**src/rtl/flag_unit.sv**
```systemverilog
// NZCV producer with independent NZ/CV banks, a one-deep exception shadow,
// and write-enable gating driven by a per-instruction latched condition.
module flag_unit #(
   parameter int WIDTH = 32
) (
   input  logic             clk,
   input  logic             reset,
   input  logic [WIDTH-1:0] ALUResult,
   input  logic             ALUCout,
   input  logic             SrcAMsb,
   input  logic             SrcBMsb,
   input  logic [1:0]       ALUControl,
   input  logic [1:0]       FlagW,
   input  logic             EvalEn,
   input  logic             CondEx,
   input  logic             PCS,
   input  logic             RegW,
   input  logic             MemW,
   input  logic             NextPC,
   input  logic             SaveFlags,
   input  logic             RestoreFlags,
   output logic [3:0]       Flags,
   output logic             CondExR,
   output logic             PCWrite,
   output logic             RegWrite,
   output logic             MemWrite
);

   logic [3:0] flags_reg, flags_next;
   logic [3:0] shadow_reg, shadow_next;
   logic       condexr_reg, condexr_next;
   logic [3:0] alu_flags;
   logic       res_msb;

   assign res_msb = ALUResult[WIDTH-1];

   // {N,Z,C,V}; C and V are forced low for logical ops so a stray write is benign
   assign alu_flags[3] = res_msb;
   assign alu_flags[2] = (ALUResult == '0);
   assign alu_flags[1] = ALUCout & ~ALUControl[1];
   assign alu_flags[0] = ~(ALUControl[0] ^ SrcAMsb ^ SrcBMsb)
                       & (SrcAMsb ^ res_msb) & ~ALUControl[1];

   // Bank 1 holds N,Z and bank 0 holds C,V; restore takes priority over writes
   genvar gi;
   generate
      for (gi = 0; gi < 2; gi++) begin : g_bank
         assign flags_next[gi*2 +: 2] =
            RestoreFlags              ? shadow_reg[gi*2 +: 2] :
            (FlagW[gi] & condexr_reg) ? alu_flags[gi*2 +: 2]  :
                                        flags_reg[gi*2 +: 2];
      end
   endgenerate

   always_comb begin
      shadow_next  = shadow_reg;
      condexr_next = condexr_reg;
      if (SaveFlags)
         shadow_next = flags_reg;
      if (EvalEn)
         condexr_next = CondEx;
   end

   always_ff @(posedge clk) begin
      if (!reset) begin
         flags_reg   <= 4'b0000;
         shadow_reg  <= 4'b0000;
         condexr_reg <= 1'b0;
      end else begin
         flags_reg   <= flags_next;
         shadow_reg  <= shadow_next;
         condexr_reg <= condexr_next;
      end
   end

   // Gating uses only the latched decision, never CondEx, to avoid a flag loop
   assign Flags    = flags_reg;
   assign CondExR  = condexr_reg;
   assign PCWrite  = (PCS & condexr_reg) | NextPC;
   assign RegWrite = RegW & condexr_reg;
   assign MemWrite = MemW & condexr_reg;

endmodule

```
**config.mk**
```make
export PLATFORM = sky130hd
export DESIGN_NAME = flag_unit
export DESIGN_NICKNAME = d
export VERILOG_FILES = /design/src/rtl/flag_unit.sv
export SDC_FILE = /design/constraint.sdc
export NUM_CORES = 1
export LEC_CHECK = 0
export ABC_AREA = 1
export CAP_MARGIN = 20
export CORE_AREA = 2 2 48 50
export DETAILED_ROUTE_END_ITERATION = 8
export DIE_AREA = 0 0 50 52
export PLACE_DENSITY = 0.74
export SYNTH_ARGS = -nofsm -noshare
export SYNTH_HDL_FRONTEND = slang
export SYNTH_SLANG_ARGS = --single-unit
export TNS_END_PERCENT = 50
```
**constraint.sdc**
```tcl
create_clock -name clk -period 1.4 [get_ports clk]
set_clock_uncertainty 0.1 [all_clocks]
set_input_delay 0.28 -clock clk [delete_from_list [all_inputs] [get_ports clk]]
set_output_delay 0.28 -clock clk [all_outputs]
set_load 0.05 [all_outputs]
```
==> impl_metrics.json <==
{
  "status": "complete, no violations",
  "syn_nets": 136,
  "yosys_warnings": 0,
  "grt_pass1_wl_um": 3060,
  "cts_tree": "built",
  "path_class": "flip-flop to primary output",
  "ctsHoldBuffers": 0,
  "drive_above_1_share_pct": 13.4,
  "finalPower_uw": 780,
  "rsz0062_at_grt": "false",
  "gp_congestion": 0.671,
  "overflow": 0,
  "cap_violations": 0,
  "dp_hpwl_um": 1570,
  "post-place-ws_ns": -0.140,
  "worstSkewPairLatency_ns": 0.27,
  "synth_seq_cells": 9,
  "grt_pass1_vias": 775,
  "num_rows": 17,
  "drt.antenna.violating_nets": 0,
  "arrival_ns": 0.99,
  "hold_path_class": "flip-flop to flip-flop",
  "vias": 780,
  "start_util_pct": 25.1,
  "fp.dieH_um": 52,
  "crit_path_start_kind": "flip-flop",
  "fmax_mhz": 731,
  "cts_made_buffers": 3,
  "area_growth_pct": 136,
  "irDropWorstVdd_mv": 0.295,
  "antenna_found_initial": 0,
  "cpMaxStageDelayCell": "dfxtp_4",
  "drt_wl_total_um": 1750,
  "die_area_sq_um": 2600,
  "drtIter0Drc": 11,
  "drv_slew": 0,
  "worst_slack_ns": 0.0323,
  "fill_cells": 185,
  "rr_endpoint": "Flags[2]$_SDFFE_PN0P_",
  "netlist_area_sq_um": 528,
  "power_density_nw_per_um2": 626,
  "clk_pin_slew_ns": 0.06,
  "root_buffer": "clkbuf_4",
  "layout_commonest_cell": "clkdlybuf4s50_1",
  "coreArea_sq_um": 2110,
  "synth.top_cells.by_area": "dfxtp_1, nor2_1, nand2_1",
  "yosysUniqueCellTypes": 15,
  "wire_per_inst_um": 9.90,
  "critPathTopFamily": "flip-flops",
  "p_leak_nw": 0.509,
  "hold_ws_ns": 0.396,
  "finalCriticalPeriod_ns": 1.37,
  "clock_sinks": 9,
  "first_pass_iters": 4,
  "rr_worst_depth": 7,
  "reg2reg_from": "CondExR$_SDFFE_PN0P_",
  "end_kind": "primary output",
  "grt_max_degree": 8,
  "track_usage_pct": 15.9,
  "die_w_um": 50,
  "netlist_instances": 87,
  "yosysTopAreaCellShare_pct": 34.1,
  "regToRegSetupSlack_ns": 0.20,
  "nNetsFinal": 199,
  "critical_path.max_fanout": 4,
  "worst-path-buf-inv": 1,
  "synth_seq_area_share_pct": 34.1,
  "drt-vias-per-instance": 4.41,
  "cts_buffer_depth": 2,
  "yosysTopAreaCell": "dfxtp_1",
  "holdPathStages": 2,
  "cts_max_level": 1,
  "fin_crit_sh_pct": 97.7,
  "critical_path.max_stage_delay_ns": 0.35,
  "cp.required_ns": 1.02,
  "cp_cell_sequence": "a21o_2 -> buf_12",
  "drc": 0,
  "setup_tns_ns": 0,
  "layout_common_cells": "clkdlybuf4s50_1, nor2_1, nand2_1",
  "final_hold_viol_count": 0,
  "avgSynthCellArea_sq_um": 6.07,
  "cp.depth": 2,
  "portBuffers": 56,
  "num_antenna_cells": 0,
  "slew_headroom_pct": 85.1,
  "ios": 57,
  "worstSetupEndpoint": "PCWrite",
  "finalSetupViolCount": 0,
  "cp-startpoint": "CondExR$_SDFFE_PN0P_",
  "worst_pin_slew_ns": 0.223
}
## through the flow
stage / util, % / cell area (sq um) / cells
global route: 59.2 / 1250 / 177
global placement: 57.6 / 1210 / 172
detailed placement: 57.6 / 1210 / 172
floorplan: - / 529 / 87
finish: 59.2 / 1250 / 177
CTS: 59.2 / 1250 / 177
## power by group
part / switching [mW] / internal, mW
logic: 0.108 / 0.184
registers: 0.0118 / 0.269
clock network: 0.0969 / 0.110
total: 0.216 / 0.564
## routing by layer
metal  GRT usage, %  up-vias  wire, um
met4           8.33        0        40
met3           6.90        6       245
met2           29.4       51       868
met1           14.5      323       598
li1               -      400         -
met5              0        -         0
## tightest hold or removal path, stage by stage, from the launching register on
cell     delay (ns)
dfxtp_1        0.31
nand2_1        0.06
a31oi_1        0.08
## Yosys cell counts
cell,instances
o21ai_0,7
dfxtp_1,9
nor3_2,2
nand2_1,18
a21oi_1,4
a21o_2,1
xor2_1,1
nand2_2,1
nand3b_1,1
nand3_1,3
nor3_1,2
inv_1,10
nor2_1,26
o211ai_1,1
a31oi_1,1
## repair_timing
item	CTS	global route
setup endpoints to repair	3	2
setup buffers	1	0
resized for setup	3	2
pin swaps	1	0
## how the worst min path moves through the flow
stage               slack [ns]                     to                        from
floorplan                 0.27   CondExR$_SDFFE_PN0P_                      EvalEn
global placement          0.37  Flags[1]$_SDFFE_PN0P_  shadow_reg[1]$_SDFFE_PN0P_
CTS                       0.39  Flags[1]$_SDFFE_PN0P_  shadow_reg[1]$_SDFFE_PN0P_
detailed placement        0.38  Flags[1]$_SDFFE_PN0P_  shadow_reg[1]$_SDFFE_PN0P_
global route              0.40  Flags[1]$_SDFFE_PN0P_  shadow_reg[1]$_SDFFE_PN0P_
finish                    0.40  Flags[1]$_SDFFE_PN0P_  shadow_reg[1]$_SDFFE_PN0P_
## logic make-up (layout without fill, tap and decap cells)
| group | count (synthesis) | in the layout | synth area share, % |
|---|---|---|---|
| simple gates | 53 | 53 | 42.4 |
| compound gates | 14 | 14 | 14.7 |
| buf+inv | 10 | 72 | 7.11 |
| flops | 9 | 9 | 34.1 |
| xor+xnor | 1 | 1 | 1.66 |
## layout make-up
class,count,area (sq um),share of cell area [%]
repair buffers,58,653,52.4
flip-flops and latches,9,184,14.8
multi-input cells,68,310,24.9
well taps,28,35.0,2.81
clock buffers,4,26.3,2.11
inverters,10,37.5,3.01
No activity file was read; power rests on OpenSTA's default activity.
